[config.mk]
export PLATFORM = sky130hd
export DESIGN_NAME = stack_sequencer
export DESIGN_NICKNAME = d
export VERILOG_FILES = /design/src/rtl/stack_pkg.sv /design/src/rtl/stack_depth_counter.sv /design/src/rtl/stack_sequencer.sv
export SDC_FILE = /design/constraint.sdc
export NUM_CORES = 1
export LEC_CHECK = 0
export ABC_AREA = 1
export BUFFER_PORTS_ARGS = -buffer_cell sky130_fd_sc_hd__buf_4
export CORE_MARGIN = 3
export CORE_UTILIZATION = 42
export CTS_CLUSTER_DIAMETER = 60
export DETAILED_ROUTE_END_ITERATION = 7
export MAX_ROUTING_LAYER = met4
export PLACE_DENSITY_LB_ADDON = 0.08
export SYNTH_ARGS = -nofsm -noshare
export SYNTH_HDL_FRONTEND = slang
export SYNTH_HIERARCHICAL = 1
export SYNTH_SLANG_ARGS = --single-unit
[constraint.sdc]
create_clock -name clk -period 3.4 [get_ports clk]
set_clock_uncertainty 0.1 [all_clocks]
set_input_delay 0.17 -clock clk [delete_from_list [all_inputs] [get_ports clk]]
set_output_delay 0.17 -clock clk [all_outputs]
set_load 0.02 [all_outputs]
[src/rtl/stack_pkg.sv]
// rtl/stack_pkg.sv - shared op codes, FSM encoding and default sizes for the stack sequencer
package stack_pkg;

  localparam int STACK_WIDTH_DEF   = 16;
  localparam int STACK_DEPTH_DEF   = 16;
  localparam int STACK_DEPTH_W_DEF = 5;

  localparam logic [1:0] OP_NOP  = 2'b00;
  localparam logic [1:0] OP_PUSH = 2'b01;
  localparam logic [1:0] OP_POP  = 2'b10;
  localparam logic [1:0] OP_PEEK = 2'b11;

  typedef enum logic [1:0] {
    ST_IDLE    = 2'b00,
    ST_ISSUE   = 2'b01,
    ST_CAPTURE = 2'b10,
    ST_RESP    = 2'b11
  } seq_state_e;

endpackage

[src/rtl/stack_depth_counter.sv]
// rtl/stack_depth_counter.sv - occupancy counter with full/empty flags and optional high-water mark (STACK_SEQ_HWM_EN)
module stack_depth_counter
  import stack_pkg::*;
#(
  parameter int DEPTH   = STACK_DEPTH_DEF,
  parameter int DEPTH_W = STACK_DEPTH_W_DEF
) (
  input  logic               clk,
  input  logic               async_reset,
  input  logic               inc_i,
  input  logic               dec_i,
  output logic [DEPTH_W-1:0] depth_o,
  output logic               full_o,
  output logic               empty_o,
  output logic [DEPTH_W-1:0] hwm_o
);

  localparam logic [DEPTH_W-1:0] DEPTH_MAX = DEPTH_W'(DEPTH);

  logic [DEPTH_W-1:0] depth_q, depth_d;

  assign full_o  = (depth_q == DEPTH_MAX);
  assign empty_o = (depth_q == '0);
  assign depth_o = depth_q;

  // Guards keep the counter inside [0, DEPTH] even if a caller misbehaves.
  always_comb begin
    depth_d = depth_q;
    if (inc_i && !full_o) begin
      depth_d = depth_q + 1'b1;
    end else if (dec_i && !empty_o) begin
      depth_d = depth_q - 1'b1;
    end
  end

  always_ff @(posedge clk or posedge async_reset) begin
    if (async_reset) begin
      depth_q <= '0;
    end else begin
      depth_q <= depth_d;
    end
  end

`ifdef STACK_SEQ_HWM_EN
  logic [DEPTH_W-1:0] hwm_q, hwm_d;

  always_comb begin
    hwm_d = hwm_q;
    if (depth_d > hwm_q) begin
      hwm_d = depth_d;
    end
  end

  always_ff @(posedge clk or posedge async_reset) begin
    if (async_reset) begin
      hwm_q <= '0;
    end else begin
      hwm_q <= hwm_d;
    end
  end

  assign hwm_o = hwm_q;
`else
  assign hwm_o = '0;
`endif

endmodule

[src/rtl/stack_sequencer.sv]
// rtl/stack_sequencer.sv - command-side controller for the shift-cell stack chain (hwm gated by STACK_SEQ_HWM_EN)
module stack_sequencer
  import stack_pkg::*;
#(
  parameter int WIDTH   = STACK_WIDTH_DEF,
  parameter int DEPTH   = STACK_DEPTH_DEF,
  parameter int DEPTH_W = STACK_DEPTH_W_DEF
) (
  input  logic               clk,
  input  logic               async_reset,
  input  logic               op_valid,
  input  logic [1:0]         op_code,
  input  logic [WIDTH-1:0]   op_data,
  output logic               op_ready,
  output logic               rsp_valid,
  input  logic               rsp_ready,
  output logic [WIDTH-1:0]   rsp_data,
  output logic               rsp_err,
  output logic               stk_push,
  output logic               stk_pop,
  output logic               stk_data_write,
  output logic               stk_data_read,
  output logic [WIDTH-1:0]   stk_data_in,
  input  logic [WIDTH-1:0]   stk_data_out,
  output logic [DEPTH_W-1:0] depth,
  output logic               full,
  output logic               empty,
  output logic [DEPTH_W-1:0] hwm
);

  seq_state_e       state_q, state_d;
  logic [1:0]       op_q, op_d;
  logic [WIDTH-1:0] data_q, data_d;
  logic [WIDTH-1:0] rsp_data_q, rsp_data_d;
  logic             rsp_err_q, rsp_err_d;
  logic             depth_inc, depth_dec;

  stack_depth_counter #(
    .DEPTH   (DEPTH),
    .DEPTH_W (DEPTH_W)
  ) u_depth (
    .clk         (clk),
    .async_reset (async_reset),
    .inc_i       (depth_inc),
    .dec_i       (depth_dec),
    .depth_o     (depth),
    .full_o      (full),
    .empty_o     (empty),
    .hwm_o       (hwm)
  );

  assign rsp_data = rsp_data_q;
  assign rsp_err  = rsp_err_q;

  always_comb begin
    state_d        = state_q;
    op_d           = op_q;
    data_d         = data_q;
    rsp_data_d     = rsp_data_q;
    rsp_err_d      = rsp_err_q;
    op_ready       = 1'b0;
    rsp_valid      = 1'b0;
    stk_push       = 1'b0;
    stk_pop        = 1'b0;
    stk_data_write = 1'b0;
    stk_data_read  = 1'b0;
    stk_data_in    = '0;
    depth_inc      = 1'b0;
    depth_dec      = 1'b0;

    unique case (state_q)
      ST_IDLE: begin
        op_ready = 1'b1;
        if (op_valid) begin
          op_d       = op_code;
          data_d     = op_data;
          rsp_err_d  = 1'b0;
          rsp_data_d = '0;
          state_d    = ST_ISSUE;
          // Error and NOP requests answer directly without touching the chain.
          unique case (op_code)
            OP_NOP: state_d = ST_RESP;
            OP_PUSH: begin
              rsp_data_d = op_data;
              if (full) begin
                rsp_err_d = 1'b1;
                state_d   = ST_RESP;
              end
            end
            default: begin
              if (empty) begin
                rsp_err_d = 1'b1;
                state_d   = ST_RESP;
              end
            end
          endcase
        end
      end

      ST_ISSUE: begin
        if (op_q == OP_PUSH) begin
          stk_push       = 1'b1;
          stk_data_write = 1'b1;
          stk_data_in    = data_q;
          depth_inc      = 1'b1;
          state_d        = ST_RESP;
        end else begin
          stk_data_read = 1'b1;
          state_d       = ST_CAPTURE;
        end
      end

      ST_CAPTURE: begin
        stk_data_read = 1'b1;
        rsp_data_d    = stk_data_out;
        if (op_q == OP_POP) begin
          stk_pop   = 1'b1;
          depth_dec = 1'b1;
        end
        state_d = ST_RESP;
      end

      ST_RESP: begin
        rsp_valid = 1'b1;
        if (rsp_ready) begin
          state_d = ST_IDLE;
        end
      end

      default: state_d = ST_IDLE;
    endcase
  end

  always_ff @(posedge clk or posedge async_reset) begin
    if (async_reset) begin
      state_q    <= ST_IDLE;
      op_q       <= OP_NOP;
      data_q     <= '0;
      rsp_data_q <= '0;
      rsp_err_q  <= 1'b0;
    end else begin
      state_q    <= state_d;
      op_q       <= op_d;
      data_q     <= data_d;
      rsp_data_q <= rsp_data_d;
      rsp_err_q  <= rsp_err_d;
    end
  end

endmodule

* Word level (Yosys, flattened, before mapping) *
Index checks and enable logic that the tools add are counted.

word-level totals
  flip-flop bits (word level) = 42
  bits in latches = 0
  bits in writable memories = 0
  bits in read-only memories = 0
  output and inout port bits = 51
  memories = 0

cells by class
  add/sub/neg operators = 2
  multiply operators = 0
  div/mod/pow operators = 0
  order comparisons = 0
  equal/unequal tests = 9
  shift operators = 0
  multiplexer cells = 25
  bitwise gates (word level) = 0
  reductions and logical operators = 12

operators by type and width
  cell                 number
  $mux 16              4
  $pmux 16 s2          1
  $mux 1               10
  $mux 5               2
  $mux 2               4
  $pmux 2 s4           1
  $eq 2x1->1 const B   3
  $eq 2x2->1 const B   3
  $reduce_and 2->1     3
  $add 5x1->5 const B  1
  $eq 5x5->1 const B   1
  $logic_not 5->1      1
  $sub 5x1->5 const B  1
  $logic_not 2->1      2
  $ne 2x2->1 const B   2
  $pmux 1 s2           2
  $pmux 2 s2           1
  $reduce_bool 2->1    2
  $logic_and 1x1->1    2
  $logic_not 1->1      2

* Logic depth before layout (Yosys ltp) *
  depth in word-level cells = 6
  gate-level depth with buffers = 13
  depth with buffers taken out = 13

* Hierarchy *
The synthesis kept the hierarchy.

modules (own cells, without submodules)
  module               instances  cells an instance  area an instance (µm²)
  stack_sequencer      1          258                1,909.3
  stack_depth_counter  1          54                 434.2

* Worst setup path before layout *
No wires, ideal clock.

  kind = flip-flop to flip-flop
  start point = reg state_q[1]
  end point = reg u_depth.depth_q[4], in the netlist u_depth/depth_o[4]
  arrival time = 2,204 ps
  data required time = 3,181 ps
  path slack = 977 ps
  stages on the path, launching flop included = 13
  period minus slack after synthesis = 2,423 ps
  path through = dfrtp_1 > inv_1 > ha_1 > inv_1 > nor2_1 > nand2_4 > fa_1 > inv_1 > nor2_1 > nor2_1 > nand3_1 > nand4_1 > nand2_1

on the way
  word-level cells in the longest chain between the ends = 4
  elaborated cells between the ends (all ways) = 8

ends and longest elaborated chain
  item                                         RTL line                   source
  start: declaration                           stack_sequencer.sv:31      seq_state_e state_q, state_d;
  start signal: assignment                     stack_sequencer.sv:142     state_q <= state_d;
  $eq 2x1->1 (*)                               -
  $mux 1 (*)                                   -
  named net stk_data_write                     stack_sequencer.sv:21      output logic stk_data_write,
  $logic_and 1x1->1 (*)                        stack_depth_counter.sv:29  if (inc_i && !full_o) begin
  $mux 5 or $reduce_bool 2->1 (tied branches)  -
  end signal: assignment                       stack_depth_counter.sv:40  depth_q <= depth_d;
  end: declaration                             stack_depth_counter.sv:20  logic [DEPTH_W-1:0] depth_q, depth_d;

The timed path passes the listed nets; every way through them passes the cells marked *.
A chain may end at the register's enable or synchronous reset.

* Final worst setup path *
  start point = reg state_q[1]
  end point = out stk_data_in[9]

on the way
  word-level cells in the longest chain between the ends = 2

ends and longest elaborated chain
  item              RTL line               source
  $eq 2x1->1        stack_sequencer.sv:71  unique case (state_q)
  $mux 16           stack_sequencer.sv:71
  end: declaration  stack_sequencer.sv:23  output logic [WIDTH-1:0] stk_data_in,

Every way passes these cells.

==> results.toml <==
[setup_path]
rr_worst_depth = 13
path_max_fanout = 16
crit_arrival_ns = 2.22
worstPathCellList = "inv_1 -> ha_1 -> inv_1 -> nor2_1 -> inv_1 -> nor2_1 -> buf_4"
cpMaxStageDelayCell = "dfrtp_1"
cp.required_ns = 3.13
reg2reg_from = "state_q[1]"
cpMostUsedCell = "inv_1"
r2r-end = "u_depth/depth_o[4]"
crit_type = "flop to primary output"
start_kind = "flop"
end_kind = "primary output"
r2r_setup_slack_ns = 1.02
slowest_delay_ns = 0.42

[power]
power_uw = 2590
p_comb_share_pct = 54.8
p_int_uw = 1390
p_sw_uw = 1200
seqPwrFrac_pct = 32.7
clockPowerShare_pct = 12.4
p_leak_uw = 0.00175
switching_share_pct = 46.3
peakVddDrop_mv = 0.325
powerDensity_mw_per_mm2 = 817

[yosys]
yosysSeqAreaShare_pct = 44.8
yosys_warnings = 6
synth_most_common_cell = "nand2_1"
synthTopCellsByCount = "nand2_1, dfrtp_1, inv_1"
yosysUniqueCellTypes = 28
netlist_area_sq_mm = 0.00234
synth_area_leaders = "dfrtp_1, nand2_1, inv_1"
synth-seq-cells = 42
yosys.area.top_type = "dfrtp_1"
synth_edf_count = 0
synth_flop_cell = "dfrtp_1"
avgSynthCellArea_sq_um = 7.51
synth_top_cell_area_share_pct = 44.8
syn_inst = 312
async_reset_ff_share_pct = 100

[global_routing]
overflow = 0
grt_pass1_wl_um = 9720
antenna_found_initial = 0
track_usage_pct = 19.7
grt_pass1_vias = 2126
grt_max_degree = 36

[timing]
drv_slew = 0
worstMarginPinSlew_ns = 1.05
whs_ns = 0.00394
finalHoldViolations = 0
rsz0062_at_grt = "false"
fmax_mhz = 402
finalSetupViolations = 0
setup_tns_ns = 0
min_period_ns = 2.49
max_slew_margin_pct = 29.8
post-route-period-util_pct = 73.3
fin_ws_ns = 0.909

[min_path]
hold_start = "op_data[13]"
min_path_cells = 3
hold_path_class = "primary input to flop"
min_to = "data_q[13]"

[layout]
fin_nets = 449
fillers = 509
drive_above_1_share_pct = 26.0
diodes = 0
final_core_util_pct = 60.5
syn2layout_area_growth_pct = 35.1

[detailed_routing]
wl_met2_um = 2910
vias = 2209
wl_met3_um = 286
drt_wl_total_um = 5890
top_layer_used = "met4"
drc = 0
vias_per_cell = 4.66
wl_per_cell_um = 12.4
wl_met1_um = 2640
firstDrtPassIters = 4
final_antenna_net_count = 0
first_iter_violations = 102

[floorplanning]
core_sq_mm = 0.00524
dieArea_sq_mm = 0.00651
initial_core_util_pct = 44.7
rows = 26
die_y_um = 80.7
io_pins = 89
die_x_um = 80.7

[clock_network]
cts-root-buf = "clkbuf_8"
clock_latency_ns = 0.29
clk_pin_slew_worst_paths_ns = 0.08
cts_max_path_buffers = 2
cts_tree = "done"
cts.sinks = 42
cts-htree-levels = 2
cts_buffers = 5
ctsResizeCount = 0

[placed_design]
dpl.hpwl_um = 4300
gp_congestion = 0.840
io_buffers = 83
place_ws_ns = 1.05

[run_status]
status = "finished clean"

[flow_run]
max_cap_violations = 0
layout by cell type, fill, tap and decap left out:
cell and n:
dlygate4sd3_1 11, buf_4 85, fa_1 1, xnor2_1 2
nand4_1 1, nor2_2 2, ha_1 7, nand3_1 23
inv_4 1, xor2_1 1, o21ai_0 18, clkinvlp_4 1
nand3_2 1, o21ai_4 1, o21ai_1 2, a21oi_1 7
clkinv_4 1, inv_6 1, nand2_4 2, nor2_1 26
nand2_1 116, clkbuf_8 5, a21boi_0 1, dfrtp_1 42
nand2_2 2, conb_1 5, inv_2 1, nor2_4 1
nor3_1 1, clkinv_2 1, inv_1 35
metal layers:
| metal | up-vias | track usage [%] |
|---|---|---|
| li1 | 1128 | - |
| met1 | 1011 | 24.0 |
| met2 | 63 | 33.5 |
| met3 | 7 | 3.48 |
| met4 | 0 | 5.91 |
| met5 | - | - |
registers in the layout, indices dropped and copies added, names as in the netlist:
name and count:
rsp_data 16, rsp_err 1, state_q 2, data_q 16
u_depth/depth_o 5, op_q 2
cells by family after synthesis:
kind of cell | share of synthesized area (%)
buffers and inverters | 11.4
DFF | 44.8
other | 0.160
and+or+nand+nor | 31.1
adders and majority gates | 4.59
AOI/OAI and AO/OA | 6.78
xor gates and xnor gates | 1.12
worst max-delay path by stage:
stage | from | slack, ns | to | cells past startpoint
5_1_grt | state_q[1] | 0.70 | stk_data_in[7] | 7
2_1_floorplan | state_q[1] | 0.98 | u_depth/depth_o[4] | 12
3_3_place_gp | state_q[1] | 1.14 | u_depth/depth_o[4] | 12
4_1_cts | state_q[1] | 0.90 | stk_data_in[15] | 7
6_report | state_q[1] | 0.91 | stk_data_in[9] | 7
3_5_place_dp | state_q[1] | 1.05 | u_depth/depth_o[4] | 12
through the flow:
step,instance area (sq um),instances
6_report,3170,474
5_1_grt,3170,474
4_1_cts,3170,474
3_5_place_dp,2970,455
3_3_place_gp,2970,455
2_1_floorplan,2360,316
worst max-delay path: cells and delay by family (launching register included):
kind / cells / cell delay, ns
and+or+nand+nor: 2 / 0.62
DFF: 1 / 0.42
buffers and inverters: 4 / 0.72
adders and majority gates: 1 / 0.17
power groups by stage:
stage	logic [uW]	clock network, uW	registers, uW
after floorplan	903	0	953
after global placement	1400	0	852
after detailed placement	1430	0	856
after CTS	1440	333	848
after global routing	1610	353	873
final	1420	322	846
final cells by class:
class / instances / area (sq um) / share of cell area (%)
Inverter: 38 / 150 / 4.74
Tap cell: 70 / 87.6 / 2.77
Multi-Input combinational cell: 220 / 1040 / 32.8
Sequential cell: 42 / 1050 / 33.2
Clock buffer: 5 / 68.8 / 2.17
Timing Repair Buffer: 96 / 748 / 23.6
Clock inverter: 3 / 21.3 / 0.672
timing repair:
| item | CTS | global route |
|---|---|---|
| buffers inserted | 0 | 0 |
| endpoints found under the hold margin | 15 | 0 |
| hold buffers | 11 | 0 |
Note: power is estimated with default switching activity, not from simulation.
